<file path="config.mk">
export PLATFORM = sky130hd
export DESIGN_NAME = store_load_sequencer
export DESIGN_NICKNAME = d
export VERILOG_FILES = /design/src/rtl/store_load_pkg.sv /design/src/rtl/store_load_latency_counter.sv /design/src/rtl/store_load_sequencer.sv
export SDC_FILE = /design/constraint.sdc
export NUM_CORES = 1
export LEC_CHECK = 0
export CAP_MARGIN = 40
export CORE_MARGIN = 2
export CORE_UTILIZATION = 45
export DETAILED_ROUTE_END_ITERATION = 8
export PLACE_DENSITY = 0.69
export SYNTH_ARGS = -nofsm -noshare
export SYNTH_HDL_FRONTEND = slang
export SYNTH_HIERARCHICAL = 1
export SYNTH_SLANG_ARGS = --single-unit
</file>
<file path="constraint.sdc">
create_clock -name clk -period 4.52 [get_ports clk]
set_clock_uncertainty 0.1 [all_clocks]
set_input_delay 0.678 -clock clk [delete_from_list [all_inputs] [get_ports clk]]
set_output_delay 0.678 -clock clk [all_outputs]
set_load 0.05 [all_outputs]
</file>
<file path="src/rtl/store_load_pkg.sv">
// Shared encodings for the load/store sequencer: op codes, access sizes and FSM states.
package store_load_pkg;

   localparam logic [2:0] OP_LW = 3'b000;
   localparam logic [2:0] OP_LH = 3'b001;
   localparam logic [2:0] OP_LB = 3'b010;
   localparam logic [2:0] OP_SW = 3'b100;
   localparam logic [2:0] OP_SH = 3'b101;
   localparam logic [2:0] OP_SB = 3'b110;

   localparam logic [1:0] SIZE_BYTE = 2'b00;
   localparam logic [1:0] SIZE_HALF = 2'b01;
   localparam logic [1:0] SIZE_WORD = 2'b10;

   typedef enum logic [2:0] {
      ST_IDLE,
      ST_READ,
      ST_LATCH,
      ST_WRITE,
      ST_WB,
      ST_DONE,
      ST_FAULT
   } state_t;

   // Illegal ops (x11) map to word so the size controls never show 2'b11.
   function automatic logic [1:0] op_to_size(input logic [2:0] op);
      case (op[1:0])
         2'b01:   return SIZE_HALF;
         2'b10:   return SIZE_BYTE;
         default: return SIZE_WORD;
      endcase
   endfunction

endpackage

</file>
<file path="src/rtl/store_load_latency_counter.sv">
// Loadable 3-bit down-counter that times the memory read phase; saturates at zero.
module store_load_latency_counter (
   input  logic       clk,
   input  logic       reset,
   input  logic       i_load,
   input  logic [2:0] i_load_val,
   input  logic       i_dec,
   output logic       o_zero
);

   logic [2:0] r_count;

   always_ff @(posedge clk or posedge reset) begin
      if (reset) begin
         r_count <= 3'd0;
      end else if (i_load) begin
         r_count <= i_load_val;
      end else if (i_dec && (r_count != 3'd0)) begin
         r_count <= r_count - 3'd1;
      end
   end

   assign o_zero = (r_count == 3'd0);

endmodule

</file>
<file path="src/rtl/store_load_sequencer.sv">
// Multicycle load/store sequencer: memory read, MDR latch, store merge write or load write-back.
//
// state    | meaning
// ST_IDLE  | waiting for start; size controls parked at word
// ST_READ  | mem_rd held for MEM_LATENCY cycles
// ST_LATCH | mdr_load, old word / load data captured
// ST_WRITE | mem_wr with store-size merge selector
// ST_WB    | reg_write with load-size selector
// ST_DONE  | done pulse
// ST_FAULT | done + misaligned pulse, nothing written
module store_load_sequencer
   import store_load_pkg::*;
#(
   parameter int MEM_LATENCY = 2
) (
   input  logic       clk,
   input  logic       reset,
   input  logic       start,
   input  logic [2:0] op,
   input  logic [1:0] addr_low,
   output logic       mem_rd,
   output logic       mem_wr,
   output logic       mdr_load,
   output logic [1:0] set_store_size_control,
   output logic [1:0] load_size_control,
   output logic       reg_write,
   output logic       busy,
   output logic       done,
   output logic       misaligned
);

   state_t     r_state;
   logic [2:0] r_op;
   logic [1:0] r_size;
   logic       r_mem_rd;
   logic       r_mem_wr;
   logic       r_mdr_load;
   logic       r_reg_write;
   logic       r_busy;
   logic       r_done;
   logic       r_misaligned;
   logic [1:0] r_size_ctl;

   state_t     w_next_state;
   logic [2:0] w_next_op;
   logic [1:0] w_next_size;
   logic [1:0] w_op_size;
   logic       w_illegal;
   logic       w_misaligned;
   logic       w_cnt_load;
   logic       w_cnt_zero;

   store_load_latency_counter u_latency_counter (
      .clk        (clk),
      .reset      (reset),
      .i_load     (w_cnt_load),
      .i_load_val (3'(MEM_LATENCY - 1)),
      .i_dec      (r_state == ST_READ),
      .o_zero     (w_cnt_zero)
   );

   always_comb begin
      w_next_state = r_state;
      w_next_op    = r_op;
      w_next_size  = r_size;
      w_cnt_load   = 1'b0;
      w_op_size    = op_to_size(op);
      w_illegal    = (op[1:0] == 2'b11);
      w_misaligned = ((w_op_size == SIZE_WORD) && (addr_low != 2'b00)) ||
                     ((w_op_size == SIZE_HALF) && addr_low[0]);
      case (r_state)
         ST_IDLE: begin
            if (start) begin
               w_next_op   = op;
               w_next_size = w_op_size;
               if (w_illegal) begin
                  w_next_state = ST_DONE;
               end else if (w_misaligned) begin
                  w_next_state = ST_FAULT;
               end else if (op == OP_SW) begin
                  w_next_state = ST_WRITE;
               end else begin
                  w_next_state = ST_READ;
                  w_cnt_load   = 1'b1;
               end
            end
         end
         ST_READ:  if (w_cnt_zero) w_next_state = ST_LATCH;
         ST_LATCH: w_next_state = r_op[2] ? ST_WRITE : ST_WB;
         ST_WRITE: w_next_state = ST_DONE;
         ST_WB:    w_next_state = ST_DONE;
         default:  w_next_state = ST_IDLE;
      endcase
   end

   // Outputs are registered from the next state so each one lines up with r_state.
   always_ff @(posedge clk or posedge reset) begin
      if (reset) begin
         r_state      <= ST_IDLE;
         r_op         <= OP_LW;
         r_size       <= SIZE_WORD;
         r_mem_rd     <= 1'b0;
         r_mem_wr     <= 1'b0;
         r_mdr_load   <= 1'b0;
         r_reg_write  <= 1'b0;
         r_busy       <= 1'b0;
         r_done       <= 1'b0;
         r_misaligned <= 1'b0;
         r_size_ctl   <= SIZE_WORD;
      end else begin
         r_state      <= w_next_state;
         r_op         <= w_next_op;
         r_size       <= w_next_size;
         r_mem_rd     <= (w_next_state == ST_READ);
         r_mem_wr     <= (w_next_state == ST_WRITE);
         r_mdr_load   <= (w_next_state == ST_LATCH);
         r_reg_write  <= (w_next_state == ST_WB);
         r_busy       <= (w_next_state != ST_IDLE);
         r_done       <= (w_next_state == ST_DONE) || (w_next_state == ST_FAULT);
         r_misaligned <= (w_next_state == ST_FAULT);
         r_size_ctl   <= (w_next_state == ST_IDLE) ? SIZE_WORD : w_next_size;
      end
   end

   assign mem_rd                 = r_mem_rd;
   assign mem_wr                 = r_mem_wr;
   assign mdr_load               = r_mdr_load;
   assign reg_write              = r_reg_write;
   assign busy                   = r_busy;
   assign done                   = r_done;
   assign misaligned             = r_misaligned;
   assign set_store_size_control = r_size_ctl;
   assign load_size_control      = r_size_ctl;

endmodule
</file>
### Yosys cells after proc, flatten, opt, wreduce, memory -nomap -nowiden

Index checks and enable logic that the tools add are counted.

* $add $sub $neg: 1
* equality and inequality tests: 16
* mux-type cells: 18
* reduce and logical (&&, ||, !) cells: 14

Operator list (count)
* 3-bit two-way mux: 7
* 3-bit == test (second input constant): 5
* 3-bit by 2-bit == test with 1-bit output (second input constant): 4
* 3-bit one-hot mux with 4 select lines: 1
* 3-bit zero test: 3
* 2-bit two-way mux: 4
* 2-bit == test (second input constant): 3
* 3-bit by 1-bit == test with 1-bit output (second input constant): 2
* 3-bit nonzero test: 2
* 1-bit two-way mux: 5
* 2-bit by 1-bit == test with 1-bit output (second input constant): 2
* 2-bit one-hot mux with 2 select lines: 1
* 2-bit nonzero test: 2
* 1-bit logical AND: 3
* 3-bit by 1-bit subtractor with 3-bit output (second input constant): 1
* 1-bit logical OR: 2
* 2-bit AND reduction: 1
* 2-bit OR reduction: 1

* register bits after elaboration: 20
* input bits: 8
* word-level logic and storage cells: 61

### Depth between registers and ports, before layout

* depth after elaboration: 11
* gate-level depth with buffers: 8

### By module

The synthesis kept the hierarchy.

By module, submodules not included
* store_load_sequencer: instances 1, cells each 76, area an instance 815.8 um^2, sequential area each 377.9 um^2
* store_load_latency_counter: instances 1, cells each 20, area an instance 193.9 um^2, sequential area each 75.1 um^2

### Worst setup path before layout

No wires, ideal clock.

* path kind: input to register
* start: input port op[1]
* end: register u_latency_counter.r_count[2]
* arrival: 2333 ps
* data required time: 4257 ps
* path slack: 1925 ps
* stages: 7
* path buffers: 0
* path through: inv_1 ha_1 nand2b_1 a221oi_1 nor3b_1 or4b_1 o311ai_0

* cells in the longest elaborated chain, start to end: 10

Ends and longest elaborated chain
* start, declared: line store_load_sequencer.sv:19 `input logic [2:0] op,`
* 2-bit == test / 2-bit by 1-bit == test with 1-bit output (equally long branches): line store_load_pkg.sv:27 `case (op[1:0])`
* 2-bit one-hot mux with 2 select lines: line store_load_pkg.sv:27
* 2-bit == test / 2-bit by 1-bit == test with 1-bit output (equally long branches): line store_load_sequencer.sv:69, store_load_sequencer.sv:70
* 1-bit logical AND, on equally long branches: line store_load_sequencer.sv:69, store_load_sequencer.sv:70
* 1-bit logical OR: line store_load_sequencer.sv:69 `w_misaligned = ((w_op_size == SIZE_WORD) && (addr_low != 2'b00)) ||`
* 1-bit two-way mux: line store_load_sequencer.sv:78 `end else if (w_misaligned) begin`
* 1-bit two-way mux *: line store_load_sequencer.sv:76 `if (w_illegal) begin`
* 1-bit two-way mux *: line store_load_sequencer.sv:73 `if (start) begin`
* 1-bit two-way mux *: line store_load_sequencer.sv:71 `case (r_state)`
* via w_cnt_load: line store_load_sequencer.sv:50 `logic w_cnt_load;`
* 3-bit two-way mux / 2-bit nonzero test (equally long branches)
* end signal, assigned: line store_load_latency_counter.sv:17 `r_count <= i_load_val;`
* end signal, assigned: line store_load_latency_counter.sv:19 `r_count <= r_count - 3'd1;`
* end, declared: line store_load_latency_counter.sv:11 `logic [2:0] r_count;`

Mark *: on every way through the listed nets, which the timed path passes. The rest lies on a longest branch.
A chain may end at the register's enable or synchronous reset.

### Worst setup path after layout

* start: input port op[0]
* end: register u_latency_counter.r_count[2]

Same word-level chain as after synthesis.

==> reports/metrics.cfg <==
[routing]
drc=0
drt_wl_total_mm=1.75
vias_per_cell=5.18
antenna_left=0
initialDrtViolationCount=10
drt_pass1_iterations=4
wire_per_inst_um=12.3
num_vias=735

[clock_tree]
cts_resized=0
post_cts_buffers=0
cts_buffers=3
worstSkewPairLatency_ns=0.29
cts_root_buf=clkbuf_4
cts_hold_buffers=0
ctsHtreeMaxLevel=1
tritoncts=done
cts.sinks=18
clkTransAtPathRegs_ns=0.10
cts_max_path_buffers=2

[synth]
synth_seq_area_share_pct=44.9
synth_edf_count=0
async_flop_share_pct=100
synthTopCellsByCount=dfrtp_1 (16), inv_1 (12), ha_1 (6), nand2_1 (5), nand2b_1 (5)
post-synth-top-area-fraction_pct=39.7
synth.distinct_cells=37
synth_area_leader_cell=dfrtp_1
synthTopCellsByArea=dfrtp_1 (40%), ha_1 (7.4%), dfstp_2 (5.2%)
yosysWarnings=6
yosys_register_bits=18
syn_inst=96
yosysMostFrequentCell=dfrtp_1
synth_flop_cell=dfrtp_1
synth.avg_cell_area_um2=10.5
syn_area_um2=1010

[floorplan]
core_um2=2170
die_height_um=51.4
die-area_um2=2640
ios=19
initial_utilization_pct=46.5
die_w_um=51.4
rows=17

[setup_path]
endpoint_kind=flip-flop
cp.required_ns=4.55
cp_top_family=simple AND/OR/NAND/NOR gates
slowest_stage=nor3b_1
cp_max_fo=9
path_cells=clkdlybuf4s50_1 > inv_1 > ha_1 > nand2b_1 > a221oi_1 > nor3b_1 > or4b_1 > o311ai_0
r2r_end=u_latency_counter/r_count[2]
cp.arrival_ns=3.20
rrSetupSlack_ns=2.09
r2r_start=r_state[2]
startpoint_type=input port
cp_slowest_stage_delay_ns=0.71
crit_buf_inv=2
r2r_cells=4
worst-setup-path-type=input port to flip-flop

[job]
maxCapViolations=0

[run_status]
status=complete, no violations

[pwr]
power_frac_seq_pct=33.0
power_density_nw_per_um2=697
p_sw_share_pct=44.3
combPwrFrac_pct=55.7
switchingPower_uw=378
pwr-share-clk_pct=11.4
vdd_drop_max_mv=0.414
p_int_uw=476
power.total_uw=853
p_leak_nw=0.544

[final_layout]
final_layout_size_suffix_gt1_share_pct=11.4
stdcell_area_um2=1220
diodes=0
stdcell_count=142
fillCellCount=197
final_net_count=129
syn_to_final_growth_pct=21.2
regArea_um2=453
multiInputGateArea_um2=474
fin_util_pct=56.4

[placement]
dp_cells=138
place.gp.congestion=0.827
place_area_um2=1190
io_buffers=18
post-dp-hpwl_mm=1.34

[hold_path]
hold_path_end=r_size[1]
hold_class=flip-flop to flip-flop
worstHoldStart=r_size[1]
worstHoldPathCells=2

[sta]
hold_violations=0
finalSetupTns_ns=0
min_period_over_period_pct=70.1
drv_slew=0
slew_headroom_pct=47.0
period_minus_slack_ns=3.17
fmax_mhz=315
tightest_slew_ns=0.794
rsz0062_at_grt=no
setup_viol=0

[grt]
grt_pass1_vias=684
gr-total-overflow=0
grt_antenna_before_repair=0
grt_max_degree=16
track_usage_pct=15.8
grt_pass1_wl_mm=3.09

flip-flops by register name, indices dropped and copies added (netlist names):
signal,count
reg_write,1
r_size,2
mem_wr,1
busy,1
u_latency_counter/r_count,3
r_state,3
r_op,1
mem_rd,1
mdr_load,1
load_size_control,2
misaligned,1
done,1
cell usage in the layout (no fill, tap or decap):
| cell type | count |
|---|---|
| clkbuf_8 | 1 |
| a221oi_1 | 1 |
| nor3b_1 | 3 |
| o32a_1 | 1 |
| or4_4 | 1 |
| clkdlybuf4s50_1 | 18 |
| and2_1 | 3 |
| or4b_1 | 3 |
| o32a_4 | 1 |
| a21oi_1 | 2 |
| nand3_1 | 1 |
| a22oi_1 | 1 |
| a211oi_1 | 1 |
| and2b_1 | 1 |
| inv_1 | 12 |
| o311ai_1 | 1 |
| dfstp_2 | 2 |
| conb_1 | 3 |
| or4b_4 | 1 |
| ha_1 | 6 |
| o211ai_1 | 1 |
| nand2b_1 | 5 |
| o311ai_0 | 1 |
| a21boi_0 | 1 |
| clkbuf_4 | 3 |
| o21ai_0 | 2 |
| o21a_1 | 2 |
| o31ai_1 | 1 |
| nand3b_1 | 1 |
| nor3_1 | 3 |
| dfrtp_1 | 16 |
| a21oi_2 | 1 |
| nor2b_1 | 2 |
| nand2_1 | 5 |
| nor2_1 | 3 |
| a311oi_1 | 1 |
| mux2_2 | 3 |
logic make-up (layout without fill, tap and decap cells):
group           after synthesis  count (layout)  share of synthesized area (%)
mux                           3               3                           3.35
buf+inv                      17              34                           8.55
fa+ha+maj                     6               6                           7.43
simple gates                 32              32                           20.3
compound gates               18              18                           14.7
other cells                   2               3                          0.744
flops                        18              18                           44.9
worst max path at each step:
stage / startpoint / endpoint / slack [ns] / cells after the start
5_1_grt: op[0] / u_latency_counter/r_count[2] / 1.18 / 8
6_report: op[0] / u_latency_counter/r_count[2] / 1.35 / 8
4_1_cts: op[0] / u_latency_counter/r_count[2] / 1.38 / 8
2_1_floorplan: op[1] / u_latency_counter/r_count[2] / 1.92 / 7
3_5_place_dp: op[0] / u_latency_counter/r_count[2] / 1.05 / 8
3_3_place_gp: op[0] / u_latency_counter/r_count[2] / 1.25 / 8
layer usage:
layer  vias up  track usage (%)  part of all wire, %
met3         2             2.63                  3.7
li1        367                -                    -
met2        18             23.5                   47
met4         0             6.58                 0.80
met1       348             22.8                   48
met5         -                0                    0
tightest hold or removal path: stages (launching register included):
cell and delay, ns:
dfstp_2 0.37, nand2_1 0.04, o21ai_0 0.09
per-stage QoR:
step                worst slack, ns  hold slack (ns)
floorplan                      1.92            0.332
global placement               1.25            0.378
detailed placement             1.05            0.390
CTS                            1.38            0.407
global route                   1.18            0.444
finish                         1.35            0.410
cell type report:
cell class,instances,area share (%)
clock buffer,4,2.97
inverter,12,3.68
multi-input combinational,62,38.8
sequential,18,37.0
tap,28,2.86
timing repair buffer,18,14.7
power by group through the flow:
stage                     Sequential (mW)  Clock [mW]  Combinational [mW]
after global placement              0.282           0               0.469
final                               0.281      0.0972               0.475
after global routing                0.292       0.110               0.522
after detailed placement            0.283           0               0.477
after CTS                           0.280       0.100               0.478
after floorplan                     0.356           0               0.299
Power figures use the tool's default switching activity.
